`src/rtl/morse_char_decoder.sv`:
```
// rtl/morse_char_decoder.sv - morse character to ASCII decoder with output FIFO
//
// Purpose: takes per-character results from the morse capture stage and turns
// each one into an ASCII byte. A space is emitted at word boundaries. Bytes are
// queued in a first-word-fall-through FIFO with a valid/ready output.
//
// Ports:
//   clk          system clock, rising edge
//   rst_n        asynchronous active-low reset
//   clr          synchronous clear (FIFO flush, FSM idle, overrun cleared)
//   in_stb       one-cycle character/word event strobe
//   in_len       symbol count of the character
//   in_code      symbol history, bit0 newest, 1 = dah
//   in_error     capture error flag
//   in_word_end  1 = word-end event, 0 = character-end event
//   out_data     ASCII byte at FIFO head (0 when empty)
//   out_valid    FIFO not empty
//   out_ready    consumer accepts out_data
//   fifo_count   FIFO occupancy
//   overrun      sticky: a strobe arrived while busy and was dropped
//   busy         FSM not idle
module morse_char_decoder #(
    parameter int          MAX_LEN  = 6,
    parameter int          LEN_W    = 3,
    parameter int          DEPTH    = 8,
    parameter logic [7:0]  ERR_CHAR = 8'h23
) (
    input  logic                     clk,
    input  logic                     rst_n,
    input  logic                     clr,
    input  logic                     in_stb,
    input  logic [LEN_W-1:0]         in_len,
    input  logic [MAX_LEN-1:0]       in_code,
    input  logic                     in_error,
    input  logic                     in_word_end,
    output logic [7:0]               out_data,
    output logic                     out_valid,
    input  logic                     out_ready,
    output logic [$clog2(DEPTH):0]   fifo_count,
    output logic                     overrun,
    output logic                     busy
);

    localparam int AW = $clog2(DEPTH);
    localparam int CW = AW + 1;

    typedef enum logic [1:0] {
        S_IDLE       = 2'd0,
        S_LOOKUP     = 2'd1,
        S_PUSH_CHAR  = 2'd2,
        S_PUSH_SPACE = 2'd3
    } state_t;

    state_t              r_state;
    state_t              w_next;

    logic [LEN_W-1:0]    r_len;
    logic [MAX_LEN-1:0]  r_code;
    logic                r_error;
    logic                r_word_end;
    logic                r_space_pending;
    logic                r_word_active;
    logic [7:0]          r_char;
    logic                r_overrun;

    logic [7:0]          r_mem [DEPTH];
    logic [AW-1:0]       r_wr_ptr;
    logic [AW-1:0]       r_rd_ptr;
    logic [CW-1:0]       r_count;

    logic                w_full;
    logic                w_push;
    logic                w_pop;
    logic [7:0]          w_push_data;
    logic [MAX_LEN-1:0]  w_masked;
    logic [8:0]          w_lookup;
    logic                w_len_ok;
    logic                w_accept;

    // {hit, ascii} for a {length, pattern} key; first symbol sits at bit len-1.
    function automatic logic [8:0] lookup(input logic [8:0] key);
        logic [8:0] r;
        case (key)
            {3'd2, 6'b000001}: r = {1'b1, 8'h41}; // A .-
            {3'd4, 6'b001000}: r = {1'b1, 8'h42}; // B -...
            {3'd4, 6'b001010}: r = {1'b1, 8'h43}; // C -.-.
            {3'd3, 6'b000100}: r = {1'b1, 8'h44}; // D -..
            {3'd1, 6'b000000}: r = {1'b1, 8'h45}; // E .
            {3'd4, 6'b000010}: r = {1'b1, 8'h46}; // F ..-.
            {3'd3, 6'b000110}: r = {1'b1, 8'h47}; // G --.
            {3'd4, 6'b000000}: r = {1'b1, 8'h48}; // H ....
            {3'd2, 6'b000000}: r = {1'b1, 8'h49}; // I ..
            {3'd4, 6'b000111}: r = {1'b1, 8'h4A}; // J .---
            {3'd3, 6'b000101}: r = {1'b1, 8'h4B}; // K -.-
            {3'd4, 6'b000100}: r = {1'b1, 8'h4C}; // L .-..
            {3'd2, 6'b000011}: r = {1'b1, 8'h4D}; // M --
            {3'd2, 6'b000010}: r = {1'b1, 8'h4E}; // N -.
            {3'd3, 6'b000111}: r = {1'b1, 8'h4F}; // O ---
            {3'd4, 6'b000110}: r = {1'b1, 8'h50}; // P .--.
            {3'd4, 6'b001101}: r = {1'b1, 8'h51}; // Q --.-
            {3'd3, 6'b000010}: r = {1'b1, 8'h52}; // R .-.
            {3'd3, 6'b000000}: r = {1'b1, 8'h53}; // S ...
            {3'd1, 6'b000001}: r = {1'b1, 8'h54}; // T -
            {3'd3, 6'b000001}: r = {1'b1, 8'h55}; // U ..-
            {3'd4, 6'b000001}: r = {1'b1, 8'h56}; // V ...-
            {3'd3, 6'b000011}: r = {1'b1, 8'h57}; // W .--
            {3'd4, 6'b001001}: r = {1'b1, 8'h58}; // X -..-
            {3'd4, 6'b001011}: r = {1'b1, 8'h59}; // Y -.--
            {3'd4, 6'b001100}: r = {1'b1, 8'h5A}; // Z --..
            {3'd5, 6'b011111}: r = {1'b1, 8'h30}; // 0
            {3'd5, 6'b001111}: r = {1'b1, 8'h31}; // 1
            {3'd5, 6'b000111}: r = {1'b1, 8'h32}; // 2
            {3'd5, 6'b000011}: r = {1'b1, 8'h33}; // 3
            {3'd5, 6'b000001}: r = {1'b1, 8'h34}; // 4
            {3'd5, 6'b000000}: r = {1'b1, 8'h35}; // 5
            {3'd5, 6'b010000}: r = {1'b1, 8'h36}; // 6
            {3'd5, 6'b011000}: r = {1'b1, 8'h37}; // 7
            {3'd5, 6'b011100}: r = {1'b1, 8'h38}; // 8
            {3'd5, 6'b011110}: r = {1'b1, 8'h39}; // 9
            default:           r = {1'b0, 8'h00};
        endcase
        return r;
    endfunction

    // Bits at or above the length are stale history from earlier characters.
    always_comb begin
        w_masked = '0;
        for (int i = 0; i < MAX_LEN; i++) begin
            if (i < int'(r_len)) begin
                w_masked[i] = r_code[i];
            end
        end
    end

    assign w_len_ok = (int'(r_len) != 0) && (int'(r_len) <= MAX_LEN);
    assign w_lookup = lookup({3'(r_len), 6'(w_masked)});
    assign w_accept = (r_state == S_IDLE) && in_stb && !clr;

    // FIFO status
    assign w_full     = (r_count == CW'(DEPTH));
    assign out_valid  = (r_count != '0);
    assign w_pop      = out_valid && out_ready && !clr;
    assign out_data   = out_valid ? r_mem[r_rd_ptr] : 8'h00;
    assign fifo_count = r_count;
    assign overrun    = r_overrun;
    assign busy       = (r_state != S_IDLE);

    // FSM state register
    always_ff @(posedge clk or negedge rst_n) begin
        if (!rst_n) begin
            r_state <= S_IDLE;
        end else begin
            r_state <= w_next;
        end
    end

    // FSM next state
    always_comb begin
        w_next = r_state;
        if (clr) begin
            w_next = S_IDLE;
        end else begin
            case (r_state)
                S_IDLE: begin
                    if (in_stb) begin
                        if (!in_word_end) begin
                            w_next = S_LOOKUP;
                        end else if (in_error) begin
                            w_next = S_PUSH_CHAR;
                        end else if (r_word_active) begin
                            w_next = S_PUSH_SPACE;
                        end else begin
                            w_next = S_IDLE;
                        end
                    end
                end
                S_LOOKUP: w_next = S_PUSH_CHAR;
                S_PUSH_CHAR: begin
                    if (!w_full) begin
                        w_next = r_space_pending ? S_PUSH_SPACE : S_IDLE;
                    end
                end
                S_PUSH_SPACE: begin
                    if (!w_full) begin
                        w_next = S_IDLE;
                    end
                end
                default: w_next = S_IDLE;
            endcase
        end
    end

    // FSM outputs: FIFO write request and data
    always_comb begin
        w_push      = 1'b0;
        w_push_data = r_char;
        case (r_state)
            S_PUSH_CHAR: begin
                w_push = !w_full && !clr;
            end
            S_PUSH_SPACE: begin
                w_push      = !w_full && !clr;
                w_push_data = 8'h20;
            end
            default: begin
                w_push = 1'b0;
            end
        endcase
    end

    // Captured event, decoded character, word tracking, overrun flag
    always_ff @(posedge clk or negedge rst_n) begin
        if (!rst_n) begin
            r_len           <= '0;
            r_code          <= '0;
            r_error         <= 1'b0;
            r_word_end      <= 1'b0;
            r_space_pending <= 1'b0;
            r_word_active   <= 1'b0;
            r_char          <= 8'h00;
            r_overrun       <= 1'b0;
        end else if (clr) begin
            r_space_pending <= 1'b0;
            r_word_active   <= 1'b0;
            r_overrun       <= 1'b0;
        end else begin
            if (w_accept) begin
                r_len      <= in_len;
                r_code     <= in_code;
                r_error    <= in_error;
                r_word_end <= in_word_end;
                // An abort only closes the word with a space if a word was open.
                r_space_pending <= in_word_end && r_word_active;
                // Abort path goes straight to PUSH_CHAR with the error byte.
                r_char <= ERR_CHAR;
            end
            if (r_state == S_LOOKUP) begin
                r_char <= (w_lookup[8] && w_len_ok && !r_error) ? w_lookup[7:0] : ERR_CHAR;
            end
            if (w_push && (r_state == S_PUSH_CHAR) && !r_word_end) begin
                r_word_active <= 1'b1;
            end
            if (w_push && (r_state == S_PUSH_SPACE)) begin
                r_word_active <= 1'b0;
            end
            if (in_stb && (r_state != S_IDLE)) begin
                r_overrun <= 1'b1;
            end
        end
    end

    // FIFO storage; contents are don't-care until written
    always_ff @(posedge clk) begin
        if (w_push) begin
            r_mem[r_wr_ptr] <= w_push_data;
        end
    end

    // FIFO pointers and occupancy; full is judged before any same-cycle pop
    always_ff @(posedge clk or negedge rst_n) begin
        if (!rst_n) begin
            r_wr_ptr <= '0;
            r_rd_ptr <= '0;
            r_count  <= '0;
        end else if (clr) begin
            r_wr_ptr <= '0;
            r_rd_ptr <= '0;
            r_count  <= '0;
        end else begin
            if (w_push) begin
                r_wr_ptr <= r_wr_ptr + AW'(1);
            end
            if (w_pop) begin
                r_rd_ptr <= r_rd_ptr + AW'(1);
            end
            case ({w_push, w_pop})
                2'b10:   r_count <= r_count + CW'(1);
                2'b01:   r_count <= r_count - CW'(1);
                default: r_count <= r_count;
            endcase
        end
    end

endmodule
```
`config.mk`:
```
export PLATFORM = sky130hd
export DESIGN_NAME = morse_char_decoder
export DESIGN_NICKNAME = d
export VERILOG_FILES = /design/src/rtl/morse_char_decoder.sv
export SDC_FILE = /design/constraint.sdc
export NUM_CORES = 1
export LEC_CHECK = 0
export ABC_AREA = 0
export CAP_MARGIN = 0
export CELL_PAD_IN_SITES_DETAIL_PLACEMENT = 1
export CELL_PAD_IN_SITES_GLOBAL_PLACEMENT = 1
export CORE_MARGIN = 2
export CORE_UTILIZATION = 40
export DETAILED_ROUTE_END_ITERATION = 16
export GPL_ROUTABILITY_DRIVEN = 0
export PLACE_DENSITY_LB_ADDON = 0.3
export SLEW_MARGIN = 10
export SYNTH_ARGS = -nofsm -noshare
export SYNTH_HDL_FRONTEND = slang
export SYNTH_SLANG_ARGS = --single-unit
```
`constraint.sdc`:
```
create_clock -name clk -period 7.4 [get_ports clk]
set_input_delay 2.22 -clock clk [delete_from_list [all_inputs] [get_ports clk]]
set_output_delay 2.22 -clock clk [all_outputs]
set_load 0.02 [all_outputs]
```
==> results.md, run 1 <==
* I/O pins at 31
* Crit start category: flop
* Worst R2R End: fifo_count[3]
* Register Area at 0.00248 sq mm
* Cts repair resizes at 0
* Final ANT Viol Nets at 0
* FF-to-FF Start: fifo_count[1]
* Max Fanout on Critical Path at 16
* First-pass GRT wire length at between 15000 and 20000 um
* Vias at just under 3000
* Synthesized area per cell at roughly 12 sq um
* CP Capture Type: primary output
* Die area at about 0.012 sq mm
* Setup violations, final at 0
* Maximum VDD drop at roughly 0.12 mV
* DR vias/cell at between 5 and 6
* PD cells at between 200 and 300 mW/mm^2
* Fmax at between 150 and 200 MHz
* Post-synth ARST share at 36.4%
* Mapped Cells at roughly 370
* Yosys Warn Count at 0
* # hold bufs at CTS at 0
* Gr ovfl total at 0
* Synthesis-stage register bit count at 88
* Share of the synthesized area in the top cell type at ~38%
* WS Path Type: reg -> out
* # DRC at 0
* Clock slew seen by the registers of the worst setup and hold paths at around 0.09 ns
* Share of cells above drive strength 1 at between 10 and 15%
* Top cells by area, synth: edfxtp_1 38%, dfrtp_1 18%, mux4_2 7.1%, nor2_1 3.3%, nand2_1 2.8%
* Yosys cell types at 65
* PortBufs at 28
* Cts bufs inserted at 9
* Slew Limit Fails at 0
* FF-to-FF setup slack at between 4 and 5 ns
* Final core occ at about 46%
* Average wire per standard cell at between 15 and 20 um
* Max Cap Viol at 0
* Antenna violations before repair at 0
* Die height at between 100 and 150 um
* Outcome: finished clean
* Syn nets at 386
* Worst r2r path cells at 11
* CP endpoint: out_data[1]
* Antenna cells at 0
* Clk buf depth at 2
* Initial core utilization at about two fifths
* Pin count of the biggest net entering global routing at 33
* Drt total wl at 9770 um
* Max-slew headroom at between 30% and 40%
* Dominant cell type by area after synthesis: edfxtp_1
* Worst path required time at ~5.2 ns
* Post-Syn Area at 0.00443 sq mm
* Final period demand of the worst path at roughly 5.0 ns
* Sequential share of the synthesized area at between 50% and 60%
* Vias in the first global route at 3137
* Initial DRC Count at 131
* EDFF count, synth at between 50 and 60
* Layout area overhead at 12.4%
* Post-DP HPWL at between 6000 and 7000 um
* Fillers at roughly 1200
* Setup bufs post-CTS at 0
* Fin. Hold Viols at 0
* Area of the multi-input gates at between 0.0015 and 0.002 sq mm
* DR pass1 iterations at 4
* Tcrit/Tclk final at roughly two thirds
* Core Box Area at roughly 0.011 sq mm
* Worst hold-check path type: reg -> reg
* Worst Path Arrival at between 2 and 3 ns
* Sink Count at 88
* RSZ-0062 raised after global routing: false
* Die span in x at 109 um
* Standard-cell rows at 38
* Worst-margin pin slew at 1.01 ns
* Final nets at roughly 400
* CP startpoint: r_rd_ptr[0]
* Root buffer cell: clkbuf_8
* Clk_lat worst skew at between 0.3 and 0.4 ns
* Fin Setup TNS at 0 ns
* Worst clock skew at ~0.011 ns
* Top_reg_cell synth: edfxtp_1
* CTS tree: built
* Leakage dissipation at between 1.5 and 2 nW
* H-tree Lvls at 3
* Aggregate global-route resource usage at 18.1%
synth_stat cells, types with 8 or more instances:
cell and n:
nand3_1 9, a21oi_1 17, mux2_2 8, nand2_1 33, edfxtp_1 56, buf_2 8
o21ai_0 10, dfrtp_1 32, mux4_2 14, nor3_1 11, nor2_1 39, clkbuf_1 9
and2_1 8, mux2i_1 10
placed cells by master, fill, tap and decap left out, types with 3 or more instances in the layout:
cell type	count
clkbuf_8	9
o22ai_1	3
a31oi_1	4
edfxtp_1	56
mux2_2	8
nand2_1	33
clkdlybuf4s50_1	28
a211oi_1	3
a21oi_1	17
o21a_1	3
ha_1	4
nor3_1	11
clkinvlp_4	3
xnor2_1	4
nand3_1	9
mux2i_1	10
inv_1	6
and2_1	8
nand4_1	4
nor4_1	4
nor2b_1	4
nor2_1	39
mux4_2	14
xor2_1	3
buf_4	5
o21ai_0	10
dfrtp_1	32
nand2b_1	6
per-layer routing:
metal  wire length (um)  global-route usage, %  share of wire (%)
met5                  0                      0                  0
met4                102                   4.79                1.0
met3                335                   3.17                3.4
met2               4980                   30.9                 51
met1               4340                   23.8                 44
cells by family (layout without fill, tap and decap cells):
logic type | count (synthesis) | after routing | share of synthesized area (%)
compound gates | 62 | 62 | 9.61
mux | 32 | 32 | 11.4
buf+inv | 33 | 57 | 3.56
xor+xnor | 7 | 7 | 1.39
simple gates | 137 | 137 | 16.3
flops | 88 | 88 | 56.1
other cells | 1 | 1 | 0.0847
fa+ha+maj | 5 | 5 | 1.58
worst min path at each step:
stage	startpoint	endpoint	slack [ns]	cells after the start
finish	r_char[2]	r_char[2]	0.49	2
global route	r_char[2]	r_char[2]	0.51	2
CTS	r_char[2]	r_char[2]	0.50	2
detailed placement	r_char[2]	r_char[2]	0.48	2
global placement	r_char[2]	r_char[2]	0.46	2
floorplan	r_char[2]	r_char[2]	0.44	2
metrics by stage:
stage	setup slack, ns	hold WS [ns]	area, sq um	power, mW	instances
2_1_floorplan	3.42	0.442	4430	0.994	365
3_3_place_gp	2.49	0.465	4800	1.14	513
3_5_place_dp	2.42	0.477	4800	1.16	513
4_1_cts	2.27	0.496	4970	1.46	529
5_1_grt	2.11	0.512	4970	1.52	529
6_report	2.39	0.490	4970	1.44	529
layout make-up:
class | count | share of cell area, %
clock buffers | 9 | 2.49
clock inverters | 7 | 1.08
repair buffers | 33 | 6.39
multi-input cells | 244 | 36.0
well taps | 140 | 3.52
inverters | 8 | 0.604
flip-flops and latches | 88 | 49.9
state kept, by name, summed over array words and instances (netlist names):
signal,flops
r_mem,56
r_char,7
r_len,3
r_word_active,1
r_state,2
r_code,5
r_word_end,1
r_error,1
overrun,1
r_wr_ptr,3
r_rd_ptr,3
r_space_pending,1
fifo_count,4
worst max-delay path, cell delays in order, from the launching register on:
cell and delay, ns:
dfrtp_1 1.02, mux4_2 0.60, mux2i_1 0.21, nor2_1 0.06, clkdlybuf4s50_1 0.56
power by group:
part	internal (mW)	total, mW	switching (mW)
clock network	0.124	0.301	0.177
registers	0.559	0.667	0.108
logic	0.231	0.474	0.244
(Power assumes the default switching activity.)
==> run 2, diff against run 1 <==
==> constraint.sdc (replaced) <==
create_clock -name clk -period 4.95 [get_ports clk]
set_input_delay 1.485 -clock clk [delete_from_list [all_inputs] [get_ports clk]]
set_output_delay 1.485 -clock clk [all_outputs]
set_load 0.02 [all_outputs]
==> results.md, run 2 (same netlist as run 1, synthesis figures left out) <==
* WHS Path Cells at 2 (unchanged)
* Fillers at 1160 (was 1161)
* Slew Limit Fails at 0 (unchanged)
* Leakage dissipation at 1.73 nW (was 1.71 nW)
* Cts bufs inserted at 9 (unchanged)
* PD cells at 434 mW/mm^2 (was 290 mW/mm^2)
* Maximum VDD drop at 0.156 mV (was 0.117 mV)
* First-pass GRT wire length at 15900 um (was 16400 um)
* Fmax at 243 MHz
* CTS tree: built (unchanged)
* Drt total wl at 9650 um (was 9770 um)
* DR vias/cell at 5.55 (was 5.60)
* Finished Cell Area at 0.00500 sq mm (was 0.00497 sq mm)
* Worst r2r path cells at 11 (unchanged)
* Most common cell after layout, fill and taps aside: edfxtp_1 (unchanged)
* Clk buf depth at 2 (unchanged)
* Outcome: finished clean (unchanged)
* Worst-margin pin slew at 0.978 ns (was 1.01 ns)
* Switching share of power at 36.5% (was 36.6%)
* Most frequent cells in the layout: 56 x edfxtp_1, 39 x nor2_1, 33 x nand2_1, 32 x dfrtp_1, 28 x clkdlybuf4s50_1 (unchanged)
* PnR Total Power at 2.17 mW (was 1.44 mW)
* Vias in the first global route at 3039 (was 3137)
* Layout area overhead at 12.9% (was 12.4%)
* Clk_lat worst skew at 0.36 ns (was 0.35 ns)
* Core Box Area at 0.0108 sq mm (unchanged)
* Fin. Hold Viols at 0 (unchanged)
* Standard-cell rows at 38 (unchanged)
* Aggregate global-route resource usage at 17.8% (was 18.1%)
* Antenna violations before repair at 0 (unchanged)
* Final ANT Viol Nets at 0 (unchanged)
* Die area at 0.0119 sq mm (unchanged)
* WS Path Type: reg -> out (unchanged)
* Worst clock skew at 0.0113 ns (was 0.0106 ns)
* Setup WS pre-CTS at 1.15 ns (was 2.42 ns)
* Layout Cells excl Fill at 532 (was 529)
* DR pass1 iterations at 4 (unchanged)
* Post-DP Area at 0.00481 sq mm (was 0.00480 sq mm)
* Max-slew headroom at 34.6% (was 32.8%)
* Largest register FFs at 56 (unchanged)
* RSZ-0062 raised after global routing: false (unchanged)
* Initial DRC Count at 126 (was 131)
* Setup violations, final at 0 (unchanged)
* Setup bufs post-CTS at 0 (unchanged)
* Root buffer cell: clkbuf_8 (unchanged)
* Final core occ at 46.1% (was 45.9%)
* Average wire per standard cell at 18.1 um (was 18.5 um)
* Largest register by flop count: r_mem (unchanged)
* Final period demand of the worst path at ~4 ns
* Cts repair resizes at 0 (unchanged)
* Post-DP HPWL at 6850 um (was 6790 um)
* CP Capture Type: primary output (unchanged)
* Vias at 2951 (was 2963)
* Share of power burned in registers at 45.1% (was 46.2%)
* Max Fanout on Critical Path at 9 (was 16)
* # hold bufs at CTS at 0 (unchanged)
* Antenna cells at 0 (unchanged)
* Worst Path Arrival at 2.63 ns (was 2.79 ns)
* Clock slew seen by the registers of the worst setup and hold paths at 0.09 ns (about the same)
* Hold WS at 0.495 ns (was 0.490 ns)
* Comb power frac at 33.6% (was 32.9%)
* Fin Setup TNS at 0 ns (unchanged)
* Pin count of the biggest net entering global routing at 33 (unchanged)
* Gr ovfl total at 0 (unchanged)
* Initial core utilization at 40.8% (unchanged)
* # DRC at 0 (unchanged)
* H-tree Lvls at 3 (unchanged)
* Share of cells above drive strength 1 at 15.1% (was 14.9%)
* Die span in x at 109 um (unchanged)
* Clock share of power at 21.2% (was 20.9%)
* PortBufs at 28 (unchanged)
* Crit start category: flop (unchanged)
* Sink Count at 88 (unchanged)
* Internal power at 1.38 mW (was 914 uW)
* Inst Count DP at 516 (was 513)
* I/O pins at 31 (unchanged)
* Final worst slack at 0.834 ns (was 2.39 ns)
* Tcrit/Tclk final at 83.2%
* Worst hold-check path type: reg -> reg (unchanged)
* Top Registers: r_mem: 56 flops, r_char: 7 flops, r_code: 5 flops (unchanged)
* Switching power at 791 uW (was 528 uW)
* Die height at 109 um (unchanged)
* Worst path required time at 3.46 ns (was 5.18 ns)
* Max Cap Viol at 0 (unchanged)
* Final nets at 408 (was 405)
## run 2: power by group through the flow
stage          clock network, mW  logic [mW]  registers, mW
6_report                   0.461       0.730          0.979
5_1_grt                    0.502       0.802          0.996
4_1_cts                    0.477       0.741          0.980
3_5_place_dp                   0       0.738          0.996
3_3_place_gp                   0       0.719          0.993
2_1_floorplan                  0       0.579          0.906
## run 2: final timing paths
kind	from	to	slack (ns)
setup / recovery	r_rd_ptr[0]	out_data[4]	0.83
hold / removal	r_char[2]	r_char[2]	0.49
setup reg to reg	fifo_count[1]	fifo_count[3]	1.97
hold reg to reg	r_char[2]	r_char[2]	0.49
max in group asynchronous	rst_n	r_wr_ptr[1]	3.11
min in group asynchronous	rst_n	r_code[2]	1.52
## run 2: worst max-delay path, cell delays in order, from the launching register on
cell	delay, ns
dfrtp_1	0.67
buf_4	0.31
mux4_2	0.51
mux2i_1	0.14
nor2_1	0.07
clkdlybuf4s50_1	0.56
## run 2: area by class of cell
| class | count | area, sq um | area share [%] |
|---|---|---|---|
| Multi-Input combinational cell | 244 | 1790 | 35.7 |
| Timing Repair Buffer | 36 | 340 | 6.81 |
| Sequential cell | 88 | 2480 | 49.7 |
| Inverter | 8 | 30.0 | 0.601 |
| Tap cell | 140 | 175 | 3.51 |
| Clock inverter | 7 | 60.1 | 1.20 |
| Clock buffer | 9 | 124 | 2.48 |
## run 2: metal layers
layer,wire length (um),up-vias,track usage [%]
met5,0,-,0
met4,92,0,5.61
met3,262,5,3.59
met2,4890,42,29.8
met1,4410,1496,23.3
li1,-,1408,-
